==> src/rtl/morph_window_3x3.sv <==
// 3x3 grey-scale erosion/dilation over an external three-tap line buffer.
// Sequences the FIFO reset, counts pixels in and windows out, and reduces each window to its min or max.
module morph_window_3x3 #(
    parameter logic [10:0] PIC_WIDTH  = 11'd250,
    parameter logic [10:0] PIC_HEIGHT = 11'd250,
    parameter int          WIDTH      = 24,
    parameter int          RST_CYCLES = 8
) (
    input  logic             clk,
    input  logic             rst_n,
    input  logic             frame_start,
    input  logic             op_sel,
    input  logic             valid_in,
    output logic             in_ready,
    output logic             lb_wr_en,
    output logic             rst_fifo,
    input  logic             fifo_rst_busy,
    output logic             rd_en_all,
    input  logic [WIDTH-1:0] din1,
    input  logic [WIDTH-1:0] din2,
    input  logic [WIDTH-1:0] din3,
    output logic [WIDTH-1:0] dout,
    output logic             valid_out,
    output logic             frame_done
);

    localparam int PW = int'(PIC_WIDTH);
    localparam int PH = int'(PIC_HEIGHT);
    localparam int CW = (PW > 1) ? $clog2(PW) : 1;
    localparam int RW = (PH > 1) ? $clog2(PH) : 1;
    localparam int KW = $clog2(RST_CYCLES + 1);

    typedef enum logic [2:0] {
        IDLE,
        FIFO_RST,
        WAIT_BUSY,
        RUN,
        DRAIN,
        DONE
    } state_t;

    state_t state, state_nxt;

    logic [CW-1:0]           in_col;
    logic [RW-1:0]           in_row;
    logic [CW-1:0]           win_col;
    logic [KW-1:0]           rst_cnt;
    logic                    op_q;
    logic                    tap_valid;
    logic                    red_valid;
    logic [2:0][WIDTH-1:0]   col_red;
    logic                    pipe_busy;
    logic                    start_ok;

    function automatic logic [WIDTH-1:0] pick(input logic [WIDTH-1:0] a,
                                              input logic [WIDTH-1:0] b,
                                              input logic             take_max);
        if (take_max)
            return (a > b) ? a : b;
        return (a < b) ? a : b;
    endfunction

    assign pipe_busy = tap_valid | red_valid | valid_out;
    assign start_ok  = (state == IDLE) && frame_start;

    always_ff @(posedge clk or negedge rst_n) begin
        if (!rst_n)
            state <= IDLE;
        else
            state <= state_nxt;
    end

    always_comb begin
        state_nxt  = state;
        in_ready   = 1'b0;
        lb_wr_en   = 1'b0;
        rst_fifo   = 1'b1;
        rd_en_all  = 1'b0;
        frame_done = 1'b0;
        case (state)
            IDLE: begin
                if (frame_start)
                    state_nxt = FIFO_RST;
            end
            FIFO_RST: begin
                rst_fifo = 1'b0;
                if (rst_cnt == KW'(RST_CYCLES - 1))
                    state_nxt = WAIT_BUSY;
            end
            WAIT_BUSY: begin
                if (!fifo_rst_busy)
                    state_nxt = RUN;
            end
            RUN: begin
                in_ready  = 1'b1;
                lb_wr_en  = valid_in;
                rd_en_all = valid_in && (in_row >= RW'(3));
                if (valid_in && (in_col == CW'(PW - 1)) && (in_row == RW'(PH - 1)))
                    state_nxt = DRAIN;
            end
            DRAIN: begin
                rd_en_all = 1'b1;
                if (in_col == CW'(PW - 1))
                    state_nxt = DONE;
            end
            DONE: begin
                // Hold off the done pulse until the last window has left the compare tree.
                if (!pipe_busy) begin
                    frame_done = 1'b1;
                    state_nxt  = IDLE;
                end
            end
            default: state_nxt = IDLE;
        endcase
    end

    // Input-side counters; in_col doubles as the drain length counter.
    always_ff @(posedge clk or negedge rst_n) begin
        if (!rst_n) begin
            in_col  <= '0;
            in_row  <= '0;
            rst_cnt <= '0;
            op_q    <= 1'b0;
        end else if (start_ok) begin
            in_col  <= '0;
            in_row  <= '0;
            rst_cnt <= '0;
            op_q    <= op_sel;
        end else if (state == FIFO_RST) begin
            rst_cnt <= rst_cnt + KW'(1);
        end else if (lb_wr_en) begin
            if (in_col == CW'(PW - 1)) begin
                in_col <= '0;
                in_row <= (in_row == RW'(PH - 1)) ? '0 : in_row + RW'(1);
            end else begin
                in_col <= in_col + CW'(1);
            end
        end else if (state == DRAIN) begin
            in_col <= (in_col == CW'(PW - 1)) ? '0 : in_col + CW'(1);
        end
    end

    // The window holds each column already reduced over its three rows, which is the first compare stage.
    always_ff @(posedge clk or negedge rst_n) begin
        if (!rst_n) begin
            tap_valid <= 1'b0;
            red_valid <= 1'b0;
            win_col   <= '0;
            col_red   <= '0;
        end else begin
            tap_valid <= rd_en_all;
            if (start_ok) begin
                red_valid <= 1'b0;
                win_col   <= '0;
                col_red   <= '0;
            end else if (tap_valid) begin
                col_red[0] <= col_red[1];
                col_red[1] <= col_red[2];
                col_red[2] <= pick(pick(din1, din2, op_q), din3, op_q);
                red_valid  <= (win_col >= CW'(2));
                win_col    <= (win_col == CW'(PW - 1)) ? '0 : win_col + CW'(1);
            end else begin
                red_valid <= 1'b0;
            end
        end
    end

    always_ff @(posedge clk or negedge rst_n) begin
        if (!rst_n) begin
            valid_out <= 1'b0;
            dout      <= '0;
        end else begin
            valid_out <= red_valid;
            if (red_valid)
                dout <= pick(pick(col_red[0], col_red[1], op_q), col_red[2], op_q);
        end
    end

endmodule
==> config.mk <==
export PLATFORM = sky130hd
export DESIGN_NAME = morph_window_3x3
export DESIGN_NICKNAME = d
export VERILOG_FILES = /design/src/rtl/morph_window_3x3.sv
export SDC_FILE = /design/constraint.sdc
export NUM_CORES = 1
export LEC_CHECK = 0
export ABC_CLOCK_PERIOD_IN_PS = 4760
export BUFFER_PORTS_ARGS = -buffer_cell sky130_fd_sc_hd__buf_2
export CORE_ASPECT_RATIO = 1.1
export CORE_MARGIN = 2
export CORE_UTILIZATION = 45
export DETAILED_ROUTE_END_ITERATION = 10
export PLACE_DENSITY = 0.67
export SYNTH_ARGS = -nofsm -noshare
export SYNTH_HDL_FRONTEND = slang
export SYNTH_SLANG_ARGS = --single-unit
==> constraint.sdc <==
create_clock -name clk -period 4.76 [get_ports clk]
set_input_delay 0.952 -clock clk [delete_from_list [all_inputs] [get_ports clk]]
set_output_delay 0.952 -clock clk [all_outputs]
set_load 0.01 [all_outputs]
# Word level (Yosys, flattened, before mapping)

Cells that the tools add are included.

Register bits: 131
Bits of input ports: 78
Output and inout port bits: 30
Logic and storage cells: 113

Add/subtract/negate cells: 4
$lt $le $gt $ge: 10
Equal/unequal tests: 16
Mux-type cells: 55
Bitwise logic cells: 2
Reductions and logical operators: 13

Operator list:

| kind                                                               | number |
|---|---|
| 2-to-1 mux 24 bit                                                  | 19 |
| 2-to-1 mux 72 bit                                                  | 2 |
| 2-to-1 mux 8 bit                                                   | 13 |
| > comparator 24 bit                                                | 4 |
| less-than comparator 24 bit                                        | 4 |
| adder 8 x 1 -> 8 bit (second input constant)                       | 3 |
| == test 8 bit (second input constant)                              | 3 |
| 2-to-1 mux 3 bit                                                   | 6 |
| one-hot mux 3 bit (6 select lines)                                 | 1 |
| greater-or-equal comparator 8 x 2 -> 1 bit (second input constant) | 2 |
| != test 2 bit (second input constant)                              | 7 |
| 2-to-1 mux 1 bit                                                   | 11 |
| 2-to-1 mux 4 bit                                                   | 2 |
| nonzero test 2 bit                                                 | 4 |
| == test 3 x 2 -> 1 bit (second input constant)                     | 2 |
| == test 3 bit (second input constant)                              | 2 |
| AND reduction 6 bit                                                | 1 |
| adder 4 x 1 -> 4 bit (second input constant)                       | 1 |
| == test 4 x 3 -> 1 bit (second input constant)                     | 1 |
| logical AND 1 bit                                                  | 4 |
| == test 3 x 1 -> 1 bit (second input constant)                     | 1 |
| zero test 3 bit                                                    | 1 |
| AND reduction 3 bit                                                | 1 |
| nonzero test 3 bit                                                 | 1 |
| 3 further kinds                                                    | 4 |

# Depth between registers and ports, before layout

Word-level depth: 12
Gate-level depth with buffers: 21
Gate-level depth less buffers: 19

# Least setup slack after synthesis

OpenSTA, ideal clock, no wires.

Path type: input port to flip-flop
From: input din2[11]
To: register col_red[52] (netlist name)
Library setup time: 0.064 ns
Arrival: 5.208 ns
Required time: 4.696 ns
Path slack: -0.513 ns
Stages on the path: 19
Buffers on the path: 2
Path through: inv_1 -> ha_1 -> a21oi_1 -> o21ai_1 -> a2111oi_0 -> nor3b_1 -> a211oi_2 -> mux2i_2 -> buf_6 -> mux2_4 -> ha_1 -> a21o_1 -> a21o_1 -> a211o_1 -> a211oi_1 -> mux2_2 -> nor2_1 -> clkbuf_1 -> a21o_1

Longest elaborated chain between the ends: 12
Elaborated cells between the ends (all ways): 16
Classes of those cells: order compare: 4; mux: 12

Ends and longest elaborated chain:

| element             | line | text |
|---|---|---|
| start: declaration  | 20   | `input logic [WIDTH-1:0] din2,` |
| > comparator 24 bit | 59   | `return (a > b) ? a : b;` |
| 2-to-1 mux 24 bit   | 59   |  |
| 2-to-1 mux 24 bit   | 58   | `if (take_max)` |
| 2-to-1 mux 24 bit * | 60   | `return (a < b) ? a : b;` |
| 2-to-1 mux 24 bit * | 156  | `end else if (tap_valid) begin` |
| 2-to-1 mux 24 bit * | 152  | `if (start_ok) begin` |
| > comparator 24 bit | 59   |  |
| 2-to-1 mux 24 bit   | 59   |  |
| 2-to-1 mux 24 bit   | 58   |  |
| 2-to-1 mux 24 bit * | 60   |  |
| 2-to-1 mux 72 bit * | 156  |  |
| 2-to-1 mux 72 bit * | 152  |  |
| end: declaration    | 51   | `logic [2:0][WIDTH-1:0] col_red;` |

Mark *: on every way between the ends. The rest lies on a longest branch, timed or not. The select of a mux whose other input is x is not followed.
A chain may end at the register's enable or synchronous reset.

# Final worst setup path

From: input din1[9]
To: register col_red[61] (netlist name)

Longest elaborated chain between the ends: 12
Elaborated cells between the ends (all ways): 16
Classes of those cells: order compare: 4; mux: 12

Ends and longest elaborated chain:

| element             | line | text |
|---|---|---|
| start: declaration  | 19   | `input logic [WIDTH-1:0] din1,` |
| > comparator 24 bit | 59   |  |
| 2-to-1 mux 24 bit   | 59   |  |
| 2-to-1 mux 24 bit   | 58   |  |
| 2-to-1 mux 24 bit * | 60   |  |
| 2-to-1 mux 24 bit * | 156  |  |
| 2-to-1 mux 24 bit * | 152  |  |
| > comparator 24 bit | 59   |  |
| 2-to-1 mux 24 bit   | 59   |  |
| 2-to-1 mux 24 bit   | 58   |  |
| 2-to-1 mux 24 bit * | 60   |  |
| 2-to-1 mux 72 bit * | 156  |  |
| 2-to-1 mux 72 bit * | 152  |  |

Marked as above.

==> results.toml <==
[status]
outcome = "finished with violations"
violations = "negative setup slack"

[hold_path]
worstHoldStart = "in_row[6]"
min_path_cells = 1
hp-class = "reg -> reg"

[floorplan]
dieHeight_um = 154
core_um2 = 20400
ios = 108
die_w_um = 141
dieArea_um2 = 21700
initial_core_util_pct = 45.4
row_count = 55

[synthesis]
synthesis.area_um2 = 9240
ys_seq_area_share_pct = 35.5
synthSimpleGateAreaFrac_pct = 13.7
synth_xor_area_share_pct = 0.379
synth_area_leaders = "dfrtp_1 (35%), ha_1 (14%), mux2i_1 (8.0%), inv_1 (5.2%), a21o_1 (3.2%)"
yosys.area.top_type = "dfrtp_1"
ys.flop_type = "dfrtp_1"
synth_cell_types = 56
synth_nets = 1189
synth-async-reset-ratio_pct = 100
synth_top_family_by_area = "compound AO/OA/AOI/OAI gates"
yosysTopAreaCellShare_pct = 35.5
yosysWarnings = 0
synth_fa_ha_area_share_pct = 14.1
postSynthAreaPerCell_um2 = 9.18
synthMuxAreaShare_pct = 12.0
synth-edff-count = 0
synth_compound_area_share_pct = 17.0
syn_inst = 1007
synth_seq_cells = 131

[grt]
gr-usage-met2_pct = 36.5
grt_util_met3_pct = 3.78
busiest_layer = "met2"
use_met1_pct = 31.4
grt_max_degree = 83
track_usage_pct = 22.7
grt_pass1_vias = 7871
grt_pass1_wl_um = 39900
gr-total-overflow = 0
antenna_found_initial = 3

[critical_path]
worst_path_dominant_cell_family = "compound AO/OA/AOI/OAI gates"
worstPathRequired_ps = 5080
crit_buf_inv = 3
cp-end-kind = "register"
worstPathMaxFanout = 7
r2r-start = "col_red[42]"
path_depth = 20
cp_cell_sequence = "buf_6 > ha_4 > a21oi_4 > o21ai_2 > a2111oi_4 > nor3b_2 > a211oi_2 > mux2i_4 > buf_12 > mux2_4 > ha_4 > nor2b_1 > o211ai_1 > a21oi_1 > a211o_1 > a211oi_4 > buf_6 > mux2_4 > a41o_1 > a21o_1"
max_stage_delay_ps = 350
rr_worst_depth = 20
start_kind = "input port"
critPathKind = "in -> reg"
crit_slowest_cell = "mux2_4"
arrival_ps = 5150
crit_path_start = "din1[9]"

[sta]
relSlewSlack_pct = 42.2
worst_slack_ps = -69.3
finalCritPeriodShare_pct = 101
rsz0062_at_grt = "true"
max_freq_mhz = 207
setup_viol = 12
tightest_slew_ps = 867
final_max_slew_viol_count = 0
fin_worst_skew_ps = 11.9
hold_viol_final = 0
period_minus_slack_ps = 4830

[power_and_ir_drop]
p_clk_share_pct = 20.9
switching_power_uw = 2800
swShare_pct = 40.3
total_power_uw = 6970
power_frac_comb_pct = 54.9
vdd_drop_max_v = 0.000444
p_per_area_nw_per_um2 = 576
pwr-share-seq_pct = 24.2
leakagePower_uw = 0.00621
p_int_uw = 4160

[cells_and_area]
final_util_pct = 59.4
nNetsFinal = 1389
area_delta_synth_final_pct = 30.8
fin_cells = 1478
drive_gt1_share_pct = 28.1
layout_commonest_cell = "dfrtp_1"
final_area_um2 = 12100
layout_common_cells = "dfrtp_1 (130), inv_1 (120), buf_4 (103), buf_2 (94), ha_1 (87)"

[placed_design]
hpwlAfterDp_um = 17400
dp.cells = 1425
portBuffers = 107
place_ws_ps = -580
dpl_cell_area_um2 = 10900
gp_congestion = 0.866

[clock_tree]
htreeDepth = 4
cts-root-buf = "clkbuf_16"
cts_made_buffers = 17
clk_path_buf_depth = 2
clkLatencyLatePin_ps = 430
cts_tree = "yes"
clk_pin_slew_ps = 60
clkSinkCount = 131

[flow_run]
max-cap-violations = 0

[routing]
routed_wl_um = 24500
drc = 0
drt_iter0_drc = 600
final_antenna_net_count = 0
vias = 8076
wire_per_inst_um = 16.6
firstDrtPassIters = 7
via_per_inst = 5.46
-- Yosys cell counts (all sizes together), types with 10 or more instances --
library cell / n
a21o: 40
a21oi: 44
a31oi: 29
a41o: 23
buf: 17
clkbuf: 27
dfrtp: 131
ha: 104
inv: 129
mux2: 26
mux2i: 75
nand2: 49
nand3: 10
nand4: 25
nor2: 73
nor2b: 31
nor3: 31
o21ai: 73
-- power groups by stage --
stage | registers, uW | logic [uW] | clock network, uW
5_1_grt | 1720 | 4160 | 1520
4_1_cts | 1670 | 3560 | 1480
3_3_place_gp | 1680 | 3290 | 0
2_1_floorplan | 1600 | 2240 | 0
3_5_place_dp | 1690 | 3340 | 0
6_report | 1680 | 3830 | 1460
-- cells by family (layout without fill, tap and decap cells) --
logic type,after synthesis,count (layout)
flops,131,131
mux,101,104
other cells,0,3
fa+ha+maj,104,104
compound gates,241,241
xor+xnor,4,4
simple gates,253,253
buf+inv,173,382
-- state kept, by name, summed over array words and instances (netlist names) --
register and cells:
col_red 72, dout 24, in_col 8, in_row 8
op_q 1, red_valid 1, rst_cnt 4, state 3
tap_valid 1, valid_out 1, win_col 8
-- worst register-to-register path: stages, from the launching register on --
cell,delay [ps]
dfrtp_1,390
inv_1,60
ha_1,300
nand4_1,160
nor2b_1,200
o31ai_2,390
o211ai_1,230
o31ai_4,120
buf_6,200
mux2i_4,250
inv_1,90
ha_1,300
and2_1,180
a221o_1,290
a22oi_1,210
o211ai_1,170
a21oi_2,170
mux2i_2,290
nand2b_4,190
buf_4,190
o21ai_1,80
-- final cells by class --
| type | instances | area, um2 |
|---|---|---|
| clock inverter | 12 | 205 |
| tap | 256 | 320 |
| inverter | 129 | 509 |
| fill | 1739 | 8280 |
| sequential | 131 | 3280 |
| timing repair buffer | 222 | 1590 |
| clock buffer | 19 | 443 |
| antenna | 3 | 7.51 |
| multi-input combinational | 706 | 5740 |
-- per-layer routing --
layer / up-vias / part of all wire (%)
li1: 3984 / -
met1: 3847 / 47
met2: 205 / 47
met3: 40 / 3.8
met4: 0 / 2.2
met5: - / 0
-- path summary, 6_finish.rpt --
kind / slack, ps / endpoint
worst min register to register: 520 / in_row[6]
min in group asynchronous: 540 / in_row[7]
worst max register to register: 140 / dout[13]
worst min-delay path: 520 / in_row[6]
worst max-delay path: -70 / col_red[61]
max in group asynchronous: 3340 / dout[20]
-- timing repair --
action	4_1_cts	5_1_grt
pin swaps	19	19
setup endpoints to repair	48	48
resized for setup	35	46
hold buffers	0	0
cloned	4	1
setup buffers	14	2
-- per-stage QoR --
step / setup TNS (ps) / hold WS (ps)
2_1_floorplan: -6210 / 428
3_3_place_gp: -15270 / 492
3_5_place_dp: -17230 / 511
4_1_cts: -0.402 / 517
5_1_grt: -4550 / 556
6_report: -258 / 517
Power figures use the tool's default switching activity.
